## src/rtl/bru_pkg.sv

```systemverilog
// Shared definitions for the branch redirect unit: opcodes, branch func3 codes, BTB entry layout.
// Entry fields are sized for the widest supported XLEN; narrower builds zero-extend into them.
package bru_pkg;

    localparam logic [6:0] OP_BRANCH = 7'b1100011;
    localparam logic [6:0] OP_JAL    = 7'b1101111;
    localparam logic [6:0] OP_JALR   = 7'b1100111;

    localparam logic [2:0] F3_BEQ  = 3'b000;
    localparam logic [2:0] F3_BNE  = 3'b001;
    localparam logic [2:0] F3_BLT  = 3'b100;
    localparam logic [2:0] F3_BGE  = 3'b101;
    localparam logic [2:0] F3_BLTU = 3'b110;
    localparam logic [2:0] F3_BGEU = 3'b111;

    localparam int unsigned BTB_FIELD_W = 64;

    typedef logic [1:0] ctr2_t;

    localparam ctr2_t CTR_RESET    = 2'b01;
    localparam ctr2_t CTR_WEAK_T   = 2'b10;
    localparam ctr2_t CTR_STRONG_T = 2'b11;

    typedef struct packed {
        logic                   valid;
        logic [BTB_FIELD_W-1:0] tag;
        logic [BTB_FIELD_W-1:0] target;
        ctr2_t                  ctr;
    } btb_entry_t;

    function automatic ctr2_t ctr_update(input ctr2_t c, input logic taken);
        if (taken) return (c == 2'b11) ? c : c + 2'b01;
        return (c == 2'b00) ? c : c - 2'b01;
    endfunction

endpackage

```

## src/rtl/branch_redirect_unit_if.sv

```systemverilog
// Bus between the pipeline (master: fetch PC, DE/EX instruction state) and the redirect unit (slave).
// Redirect/flush/prediction are combinational on the slave side; statistics are registered.
interface branch_redirect_unit_if #(
    parameter int unsigned XLEN  = 32,
    parameter int unsigned CNT_W = 32
) ();
    logic [XLEN-1:0]  if_pc;
    logic             pred_taken;
    logic [XLEN-1:0]  pred_target;

    logic             de_valid;
    logic [6:0]       de_opcode;
    logic [XLEN-1:0]  de_pc;
    logic [XLEN-1:0]  de_j_immed;
    logic             de_pred_taken;
    logic [XLEN-1:0]  de_pred_target;

    logic             ex_valid;
    logic [6:0]       ex_opcode;
    logic [2:0]       ex_func3;
    logic [XLEN-1:0]  ex_pc;
    logic [XLEN-1:0]  ex_b_immed;
    logic [XLEN-1:0]  ex_i_immed;
    logic [XLEN-1:0]  ex_rs1;
    logic             ex_pred_taken;
    logic [XLEN-1:0]  ex_pred_target;
    logic             br_eq;
    logic             br_lt;
    logic             br_ltu;

    logic             redirect;
    logic [XLEN-1:0]  redirect_pc;
    logic             flush_if;
    logic             flush_de;
    logic [CNT_W-1:0] branch_cnt;
    logic [CNT_W-1:0] mispredict_cnt;

    modport master (
        output if_pc,
        output de_valid, de_opcode, de_pc, de_j_immed, de_pred_taken, de_pred_target,
        output ex_valid, ex_opcode, ex_func3, ex_pc, ex_b_immed, ex_i_immed, ex_rs1,
        output ex_pred_taken, ex_pred_target, br_eq, br_lt, br_ltu,
        input  pred_taken, pred_target, redirect, redirect_pc, flush_if, flush_de,
        input  branch_cnt, mispredict_cnt
    );

    modport slave (
        input  if_pc,
        input  de_valid, de_opcode, de_pc, de_j_immed, de_pred_taken, de_pred_target,
        input  ex_valid, ex_opcode, ex_func3, ex_pc, ex_b_immed, ex_i_immed, ex_rs1,
        input  ex_pred_taken, ex_pred_target, br_eq, br_lt, br_ltu,
        output pred_taken, pred_target, redirect, redirect_pc, flush_if, flush_de,
        output branch_cnt, mispredict_cnt
    );
endinterface

```

## src/rtl/btb_table.sv

```systemverilog
// Direct-mapped BTB storage: two async read ports (fetch, EX training) and one write port with EX over DE priority.
// Only built when BRU_PREDICT_EN is defined; reset clears valid bits and sets counters weakly not-taken.
`ifdef BRU_PREDICT_EN
module btb_table
    import bru_pkg::*;
#(
    parameter int unsigned ENTRIES = 16,
    parameter int unsigned IDX_W   = $clog2(ENTRIES)
) (
    input  logic             clk_i,
    input  logic             rst_i,
    input  logic [IDX_W-1:0] if_idx_i,
    output btb_entry_t       if_ent_o,
    input  logic [IDX_W-1:0] ex_idx_i,
    output btb_entry_t       ex_ent_o,
    input  logic             ex_we_i,
    input  btb_entry_t       ex_wdat_i,
    input  logic             de_we_i,
    input  logic [IDX_W-1:0] de_idx_i,
    input  btb_entry_t       de_wdat_i
);

    btb_entry_t mem_q [ENTRIES];
    logic       de_wr_ok;

    assign if_ent_o = mem_q[if_idx_i];
    assign ex_ent_o = mem_q[ex_idx_i];

    // A DE allocation colliding with an EX update on the same slot is dropped.
    assign de_wr_ok = de_we_i && !(ex_we_i && (ex_idx_i == de_idx_i));

    always_ff @(posedge clk_i or posedge rst_i) begin
        if (rst_i) begin
            for (int i = 0; i < int'(ENTRIES); i++) begin
                mem_q[i]     <= '0;
                mem_q[i].ctr <= CTR_RESET;
            end
        end else begin
            if (de_wr_ok) mem_q[de_idx_i] <= de_wdat_i;
            if (ex_we_i)  mem_q[ex_idx_i] <= ex_wdat_i;
        end
    end

endmodule
`endif

```

## src/rtl/branch_redirect_unit.sv

```systemverilog
// Fetch prediction, EX branch/JALR and DE JAL resolution, single redirect with flush masks, mispredict stats.
// BRU_PREDICT_EN builds the BTB and 2-bit counters; without it every taken control transfer redirects.
module branch_redirect_unit
    import bru_pkg::*;
#(
    parameter int unsigned XLEN        = 32,
    parameter int unsigned BTB_ENTRIES = 16,
    parameter int unsigned CNT_W       = 32
) (
    input logic                   CLK,
    input logic                   RST,
    branch_redirect_unit_if.slave bus
);

    logic            ex_is_br, ex_is_jalr, ex_taken, ex_redir;
    logic            de_is_jal, de_redir;
    logic            br_fix_tgt, br_fix_seq, jal_pred_ok;
    logic [XLEN-1:0] br_tgt, ex_seq_pc, jalr_tgt, jal_tgt, if_seq_pc, ex_redir_pc;
    logic [CNT_W-1:0] br_cnt_q, br_cnt_d, mis_cnt_q, mis_cnt_d;

    assign ex_is_br   = bus.ex_valid && (bus.ex_opcode == OP_BRANCH);
    assign ex_is_jalr = bus.ex_valid && (bus.ex_opcode == OP_JALR);
    assign de_is_jal  = bus.de_valid && (bus.de_opcode == OP_JAL);

    always_comb begin
        ex_taken = 1'b0;
        case (bus.ex_func3)
            F3_BEQ:  ex_taken =  bus.br_eq;
            F3_BNE:  ex_taken = !bus.br_eq;
            F3_BLT:  ex_taken =  bus.br_lt;
            F3_BGE:  ex_taken = !bus.br_lt;
            F3_BLTU: ex_taken =  bus.br_ltu;
            F3_BGEU: ex_taken = !bus.br_ltu;
            default: ex_taken = 1'b0;
        endcase
    end

    assign br_tgt    = bus.ex_pc + bus.ex_b_immed;
    assign ex_seq_pc = bus.ex_pc + XLEN'(4);
    assign jalr_tgt  = (bus.ex_rs1 + bus.ex_i_immed) & ~XLEN'(1);
    assign jal_tgt   = bus.de_pc + bus.de_j_immed;
    assign if_seq_pc = bus.if_pc + XLEN'(4);

`ifdef BRU_PREDICT_EN
    assign br_fix_tgt  = ex_taken && (!bus.ex_pred_taken || (bus.ex_pred_target != br_tgt));
    assign br_fix_seq  = !ex_taken && bus.ex_pred_taken;
    assign jal_pred_ok = bus.de_pred_taken && (bus.de_pred_target == jal_tgt);
`else
    // Without a predictor nothing is ever fetched down a taken path.
    assign br_fix_tgt  = ex_taken;
    assign br_fix_seq  = 1'b0;
    assign jal_pred_ok = 1'b0;
`endif

    always_comb begin
        ex_redir    = 1'b0;
        ex_redir_pc = br_tgt;
        if (ex_is_jalr) begin
            ex_redir    = 1'b1;
            ex_redir_pc = jalr_tgt;
        end else if (ex_is_br && br_fix_tgt) begin
            ex_redir    = 1'b1;
            ex_redir_pc = br_tgt;
        end else if (ex_is_br && br_fix_seq) begin
            ex_redir    = 1'b1;
            ex_redir_pc = ex_seq_pc;
        end
    end

    assign de_redir        = de_is_jal && !jal_pred_ok;
    assign bus.redirect    = ex_redir || de_redir;
    assign bus.redirect_pc = ex_redir ? ex_redir_pc : jal_tgt;
    assign bus.flush_if    = ex_redir || de_redir;
    assign bus.flush_de    = ex_redir;

`ifdef BRU_PREDICT_EN
    localparam int unsigned IDX_W = $clog2(BTB_ENTRIES);
    localparam int unsigned TAG_W = XLEN - IDX_W - 2;

    btb_entry_t       if_ent, ex_ent, ex_wdat, de_wdat;
    logic [IDX_W-1:0] if_idx, ex_idx, de_idx;
    logic [TAG_W-1:0] if_tag, ex_tag, de_tag;
    logic             if_hit, ex_hit, ex_we, de_we;
    ctr2_t            ex_ctr_nxt;

    assign if_idx = bus.if_pc[IDX_W+1:2];
    assign if_tag = bus.if_pc[XLEN-1:IDX_W+2];
    assign ex_idx = bus.ex_pc[IDX_W+1:2];
    assign ex_tag = bus.ex_pc[XLEN-1:IDX_W+2];
    assign de_idx = bus.de_pc[IDX_W+1:2];
    assign de_tag = bus.de_pc[XLEN-1:IDX_W+2];

    assign if_hit          = if_ent.valid && (if_ent.tag == BTB_FIELD_W'(if_tag));
    assign bus.pred_taken  = if_hit && (if_ent.ctr >= CTR_WEAK_T);
    assign bus.pred_target = bus.pred_taken ? XLEN'(if_ent.target) : if_seq_pc;

    assign ex_hit     = ex_ent.valid && (ex_ent.tag == BTB_FIELD_W'(ex_tag));
    assign ex_ctr_nxt = ex_hit ? ctr_update(ex_ent.ctr, ex_taken) : CTR_WEAK_T;

    // Hits only write when the counter moves or the stored target is stale; misses allocate only when taken.
    assign ex_we = ex_is_br && (ex_hit ? ((ex_ctr_nxt != ex_ent.ctr) ||
                                          (ex_ent.target != BTB_FIELD_W'(br_tgt)))
                                       : ex_taken);

    always_comb begin
        ex_wdat        = '0;
        ex_wdat.valid  = 1'b1;
        ex_wdat.tag    = BTB_FIELD_W'(ex_tag);
        ex_wdat.target = BTB_FIELD_W'(br_tgt);
        ex_wdat.ctr    = ex_ctr_nxt;
    end

    assign de_we = de_is_jal && !ex_redir;

    always_comb begin
        de_wdat        = '0;
        de_wdat.valid  = 1'b1;
        de_wdat.tag    = BTB_FIELD_W'(de_tag);
        de_wdat.target = BTB_FIELD_W'(jal_tgt);
        de_wdat.ctr    = CTR_STRONG_T;
    end

    btb_table #(
        .ENTRIES (BTB_ENTRIES),
        .IDX_W   (IDX_W)
    ) u_btb (
        .clk_i     (CLK),
        .rst_i     (RST),
        .if_idx_i  (if_idx),
        .if_ent_o  (if_ent),
        .ex_idx_i  (ex_idx),
        .ex_ent_o  (ex_ent),
        .ex_we_i   (ex_we),
        .ex_wdat_i (ex_wdat),
        .de_we_i   (de_we),
        .de_idx_i  (de_idx),
        .de_wdat_i (de_wdat)
    );
`else
    localparam int unsigned unused_btb_entries = BTB_ENTRIES;
    logic unused_pred;

    assign bus.pred_taken  = 1'b0;
    assign bus.pred_target = if_seq_pc;
    assign unused_pred     = ^{bus.ex_pred_taken, bus.ex_pred_target,
                               bus.de_pred_taken, bus.de_pred_target};
`endif

    always_comb begin
        br_cnt_d  = br_cnt_q;
        mis_cnt_d = mis_cnt_q;
        if (ex_is_br && !(&br_cnt_q))  br_cnt_d  = br_cnt_q + CNT_W'(1);
        if (ex_redir && !(&mis_cnt_q)) mis_cnt_d = mis_cnt_q + CNT_W'(1);
    end

    always_ff @(posedge CLK or posedge RST) begin
        if (RST) begin
            br_cnt_q  <= '0;
            mis_cnt_q <= '0;
        end else begin
            br_cnt_q  <= br_cnt_d;
            mis_cnt_q <= mis_cnt_d;
        end
    end

    assign bus.branch_cnt     = br_cnt_q;
    assign bus.mispredict_cnt = mis_cnt_q;

endmodule

```

## src/flat_wrapper.sv

```systemverilog
// flat-port wrapper written by rule: the top's interface ports become plain ports
module branch_redirect_unit_flat import bru_pkg::*;
#(
    parameter int unsigned XLEN        = 32,
    parameter int unsigned BTB_ENTRIES = 16,
    parameter int unsigned CNT_W       = 32
)
  (CLK, RST, bus_if_pc, bus_de_valid, bus_de_opcode, bus_de_pc, bus_de_j_immed, bus_de_pred_taken, bus_de_pred_target, bus_ex_valid, bus_ex_opcode, bus_ex_func3, bus_ex_pc, bus_ex_b_immed, bus_ex_i_immed, bus_ex_rs1, bus_ex_pred_taken, bus_ex_pred_target, bus_br_eq, bus_br_lt, bus_br_ltu, bus_pred_taken, bus_pred_target, bus_redirect, bus_redirect_pc, bus_flush_if, bus_flush_de, bus_branch_cnt, bus_mispredict_cnt);
  branch_redirect_unit_if #(.XLEN(XLEN), .CNT_W(CNT_W)) bus_i ();
  input logic CLK;
  input logic RST;
  input wire logic [$bits(bus_i.if_pc)-1:0] bus_if_pc;
  input wire logic [$bits(bus_i.de_valid)-1:0] bus_de_valid;
  input wire logic [$bits(bus_i.de_opcode)-1:0] bus_de_opcode;
  input wire logic [$bits(bus_i.de_pc)-1:0] bus_de_pc;
  input wire logic [$bits(bus_i.de_j_immed)-1:0] bus_de_j_immed;
  input wire logic [$bits(bus_i.de_pred_taken)-1:0] bus_de_pred_taken;
  input wire logic [$bits(bus_i.de_pred_target)-1:0] bus_de_pred_target;
  input wire logic [$bits(bus_i.ex_valid)-1:0] bus_ex_valid;
  input wire logic [$bits(bus_i.ex_opcode)-1:0] bus_ex_opcode;
  input wire logic [$bits(bus_i.ex_func3)-1:0] bus_ex_func3;
  input wire logic [$bits(bus_i.ex_pc)-1:0] bus_ex_pc;
  input wire logic [$bits(bus_i.ex_b_immed)-1:0] bus_ex_b_immed;
  input wire logic [$bits(bus_i.ex_i_immed)-1:0] bus_ex_i_immed;
  input wire logic [$bits(bus_i.ex_rs1)-1:0] bus_ex_rs1;
  input wire logic [$bits(bus_i.ex_pred_taken)-1:0] bus_ex_pred_taken;
  input wire logic [$bits(bus_i.ex_pred_target)-1:0] bus_ex_pred_target;
  input wire logic [$bits(bus_i.br_eq)-1:0] bus_br_eq;
  input wire logic [$bits(bus_i.br_lt)-1:0] bus_br_lt;
  input wire logic [$bits(bus_i.br_ltu)-1:0] bus_br_ltu;
  output wire logic [$bits(bus_i.pred_taken)-1:0] bus_pred_taken;
  output wire logic [$bits(bus_i.pred_target)-1:0] bus_pred_target;
  output wire logic [$bits(bus_i.redirect)-1:0] bus_redirect;
  output wire logic [$bits(bus_i.redirect_pc)-1:0] bus_redirect_pc;
  output wire logic [$bits(bus_i.flush_if)-1:0] bus_flush_if;
  output wire logic [$bits(bus_i.flush_de)-1:0] bus_flush_de;
  output wire logic [$bits(bus_i.branch_cnt)-1:0] bus_branch_cnt;
  output wire logic [$bits(bus_i.mispredict_cnt)-1:0] bus_mispredict_cnt;
  assign bus_i.if_pc = bus_if_pc;
  assign bus_i.de_valid = bus_de_valid;
  assign bus_i.de_opcode = bus_de_opcode;
  assign bus_i.de_pc = bus_de_pc;
  assign bus_i.de_j_immed = bus_de_j_immed;
  assign bus_i.de_pred_taken = bus_de_pred_taken;
  assign bus_i.de_pred_target = bus_de_pred_target;
  assign bus_i.ex_valid = bus_ex_valid;
  assign bus_i.ex_opcode = bus_ex_opcode;
  assign bus_i.ex_func3 = bus_ex_func3;
  assign bus_i.ex_pc = bus_ex_pc;
  assign bus_i.ex_b_immed = bus_ex_b_immed;
  assign bus_i.ex_i_immed = bus_ex_i_immed;
  assign bus_i.ex_rs1 = bus_ex_rs1;
  assign bus_i.ex_pred_taken = bus_ex_pred_taken;
  assign bus_i.ex_pred_target = bus_ex_pred_target;
  assign bus_i.br_eq = bus_br_eq;
  assign bus_i.br_lt = bus_br_lt;
  assign bus_i.br_ltu = bus_br_ltu;
  assign bus_pred_taken = bus_i.pred_taken;
  assign bus_pred_target = bus_i.pred_target;
  assign bus_redirect = bus_i.redirect;
  assign bus_redirect_pc = bus_i.redirect_pc;
  assign bus_flush_if = bus_i.flush_if;
  assign bus_flush_de = bus_i.flush_de;
  assign bus_branch_cnt = bus_i.branch_cnt;
  assign bus_mispredict_cnt = bus_i.mispredict_cnt;
  branch_redirect_unit #(.XLEN(XLEN), .BTB_ENTRIES(BTB_ENTRIES), .CNT_W(CNT_W)) u_core (.CLK(CLK), .RST(RST), .bus(bus_i));
endmodule
```

## config.mk

```make
export PLATFORM = sky130hd
export DESIGN_NAME = branch_redirect_unit_flat
export DESIGN_NICKNAME = d
export VERILOG_FILES = /design/src/rtl/bru_pkg.sv /design/src/rtl/branch_redirect_unit_if.sv /design/src/rtl/btb_table.sv /design/src/rtl/branch_redirect_unit.sv /design/src/flat_wrapper.sv
export SDC_FILE = /design/constraint.sdc
export NUM_CORES = 1
export LEC_CHECK = 0
export ABC_AREA = 1
export CAP_MARGIN = 20
export CORE_MARGIN = 1
export CORE_UTILIZATION = 35
export DETAILED_ROUTE_END_ITERATION = 6
export GPL_ROUTABILITY_DRIVEN = 1
export PLACE_DENSITY_LB_ADDON = 0.25
export SETUP_SLACK_MARGIN = 0.15
export SLEW_MARGIN = 20
export SYNTH_ARGS = -nofsm -noshare
export SYNTH_HDL_FRONTEND = slang
export SYNTH_SLANG_ARGS = --single-unit
```

## constraint.sdc

```tcl
create_clock -name CLK -period 2.9 [get_ports CLK]
set_input_delay 0.58 -clock CLK [delete_from_list [all_inputs] [get_ports CLK]]
set_output_delay 0.58 -clock CLK [all_outputs]
set_load 0.005 [all_outputs]
```

==> key figures <==
Timing
  – RSZ-0062 raised after global routing: true
  – Pins Over Slew Limit: 0
  – Hold slack: between 0.4 and 0.5 ns
  – Clock Skew: 0.005941 ns
  – Final min period: 3.060 ns
  – Fmax: roughly 330 MHz
  – Slew margin rel.: a little under 50%
  – Worst slew pin tran: 0.7712 ns
  – Final setup fails: 22
  – Fin worst setup slack: -0.1596 ns
  – Period utilization: 105.5%
  – Setup TNS: -1.582 ns
  – Final hold violation count: 0

Global routing
  – Initial antenna violation count: 4
  – Largest net degree at the start of global routing: 65
  – Global route overflow: 0
  – Vias in the first global route: roughly 16000
  – Global-route wire length before repair: 82.79 mm
  – GRT Total Usage: a little over 30%

Finish
  – Seq. cell area: 1602 um2
  – Cell area after layout: approximately 23000 um2
  – Layout cells sized above 1: 43.96%
  – Count of non-filler cells in the finished layout: 3310
  – Area Overhead vs Synth: 96.51%
  – Fillers: ~2600
  – Footprint of the multi-input gates: approximately 13000 um2
  – Final #Nets: roughly 3300

Die
  – Initial Utilization: 35.66%
  – Die height: 184.3 um
  – Placement Rows: 66
  – Horiz. Die Dim: 184.3 um
  – # IOs: 446
  – Die footprint: between 30000 and 40000 um2
  – Core area: between 30000 and 40000 um2

Yosys
  – Register area share after synthesis: 13.77%
  – Syn Inst Count: 2097
  – Avg Cell Area, Syn: 5.547 um2
  – Unique masters post-synth: 43
  – Post-synth EDFFs: 0
  – Async S/R FF share, synth: 100.0%
  – Synthesis-stage register bit count: 64
  – Mapped Nets: 2509
  – Yosys warning count: 0
  – Post-Syn Area: 11630 um2
  – Top FF cell, synth: dfrtp_1

Worst setup path
  – Req. time, crit path: 2.32 ns
  – Peak fanout along the critical path: 3
  – Cell repeated most along the worst path: nand2_1
  – Crit-path leading delay family: simple AND/OR/NAND/NOR gates
  – Reg2reg path depth: 7
  – CP Class: in -> out
  – Worst path cell trace: buf_2, ha_4, nand2_4, inv_2, nand2_1, nand2_1, nand2_1, nand3b_1, buf_4, buf_6, buf_6, nand2_4, nand2_2, nand2_2, nand3_4, nand2_4, nand2_2, nand2_1, buf_2
  – Crit path largest cell delay: approximately 0.26 ns
  – Worst path slowest cell: ha_4
  – CP startpoint kind: input pin
  – CP bufs+invs: 6
  – Number of stages on the worst setup path: 19
  – Worst EP arrival: about 2.5 ns
  – Critical Path Sink Type: output pin

Clocking
  – Hold buffers post-CTS: 0
  – CTS tree: yes
  – CTS HTree Levels: 3
  – Clock root cell: clkbuf_16
  – Worst skew pair latency: 0.33 ns
  – CTS Buffer Depth: 2
  – Clock sinks: 64
  – CTS Buf Count: 9
  – Clock transition at path regs: 0.05 ns

Placement
  – Routability cong.: about 0.98
  – Post-Place Cells: around 3200
  – Port bufs: 374
  – Placed cell area: 17780 um2
  – Hpwl dp: 39.72 mm

Min path
  – Worst Hold Class: reg -> reg
  – Number of stages on the worst hold path: 1

Routing
  – DRT Pass-1 Iters: 6
  – Via density: 5.121
  – Antenna viol nets, final: 0
  – Initial DRC Count: 1280
  – Routed len/inst: 16.89 um
  – Drt total wl: 55.92 mm
  – Residual DRC: 0
  – Total number of vias: roughly 17000

Power and ir drop
  – Leak pwr: 0.01150 uW
  – Pwr dens: 267.9 nW/um2
  – Worst IR Drop VDD: 355.1 uV

Outcome
  – Status: finished, violations left
  – Failing checks: setup timing

Job
  – Max cap viols: 0
synthesized netlist by cell type, drive strengths merged (16+ instances only):
master / count / area (um2)
a21oi: 98 / 490.5
o21ai: 73 / 376.6
nand4: 38 / 237.7
dfrtp: 64 / 1602
ha: 95 / 1189
xor2: 61 / 534.3
buf: 16 / 102.6
nor3: 46 / 314.1
inv: 337 / 1265
nor2: 199 / 808.3
xnor2: 45 / 394.1
nand2: 834 / 3173
nand3: 138 / 720.7
repair_timing:
action | CTS | global route
cloned | 2 | 0
gates resized for setup | 1351 | 303
endpoints found under the setup margin | 60 | 54
pin swaps | 390 | 213
hold endpoints to repair | 0 | 0
setup buffers | 111 | 28
per-stage QoR:
stage | utilization [%] | setup slack, ns | total power [uW]
6_report | 70.08 | -0.1596 | 6124
5_1_grt | 70.07 | -0.2320 | 6421
4_1_cts | 66.79 | -0.1210 | 5664
3_5_place_dp | 54.52 | -1.025 | 3713
3_3_place_gp | 54.52 | -1.007 | 3699
2_1_floorplan | - | 0.2130 | 2208
cell usage in the layout (no fill, tap or decap), types with 37 or more instances in the layout:
cell	instances
inv_2	52
dlygate4sd2_1	99
nand2_4	84
clkdlybuf4s50_1	108
clkdlybuf4s15_1	37
nand2_1	552
buf_2	67
a21oi_2	49
nor2_2	47
nand4_1	38
inv_1	282
dfrtp_1	64
ha_4	90
nand2_2	194
nand3_2	43
xnor2_1	37
buf_4	325
buf_6	80
nor2_1	115
xor2_1	58
nand3_1	73
report_power, final:
group | switching, uW | internal (uW) | leakage, uW
clock | 382 | 766 | 0.000148
combinational | 2080 | 1940 | 0.0105
sequential | 38.1 | 916 | 0.000838
total | 2500 | 3620 | 0.0115
worst paths after layout:
path                                              startpoint                             to  slack (ns)
worst max-delay path                       bus_ex_b_immed[4]            bus_redirect_pc[25]       -0.16
worst min-delay path               u_core.bus.branch_cnt[11]      u_core.bus.branch_cnt[11]        0.50
worst max register to register  u_core.bus.mispredict_cnt[0]  u_core.bus.mispredict_cnt[26]        0.77
worst min register to register     u_core.bus.branch_cnt[11]      u_core.bus.branch_cnt[11]        0.50
max in group asynchronous                                RST       u_core.bus.branch_cnt[1]        1.94
min in group asynchronous                                RST  u_core.bus.mispredict_cnt[19]        0.65
worst reg2reg max path: cells and delay by family (launching register included):
family / cells / cell delay (ns)
AO/OA/AOI/OAI: 1 / 0.07
XOR/XNOR: 1 / 0.20
adder cells (fa/ha/maj): 1 / 0.23
buffers and inverters: 1 / 0.08
flip-flops: 1 / 0.44
AND/OR/NAND/NOR: 3 / 0.98
layout make-up:
class / instances / area share, %
inverter: 339 / 5.643
sequential: 64 / 7.006
antenna: 4 / 0.04379
clock inverter: 3 / 0.2956
multi-input combinational: 1678 / 54.73
clock buffer: 11 / 1.062
timing repair buffer: 769 / 28.80
tap: 442 / 2.419
routing by layer:
layer  GRT usage (%)  up-vias  routed length (um)
li1                -     8121                   -
met1           36.73     7802               21860
met2           54.04      846               27600
met3           4.347      182                4019
met4           12.30        0                2441
met5               0        -                   0
sequential cells by signal (all words and copies together) (netlist names):
name,count
u_core.bus.mispredict_cnt,32
u_core.bus.branch_cnt,32
cells by family (layout without fill, tap and decap cells):
group	Yosys count	after routing	synth area share, %
and+or+nand+nor	1284	1284	47.06
other	1	5	0.03224
AOI/OAI and AO/OA	189	189	8.605
xor gates and xnor gates	106	106	7.981
DFF	64	64	13.77
adders and majority gates	98	98	10.73
buffers and inverters	355	1122	11.82
No activity file was read; power rests on OpenSTA's default activity.
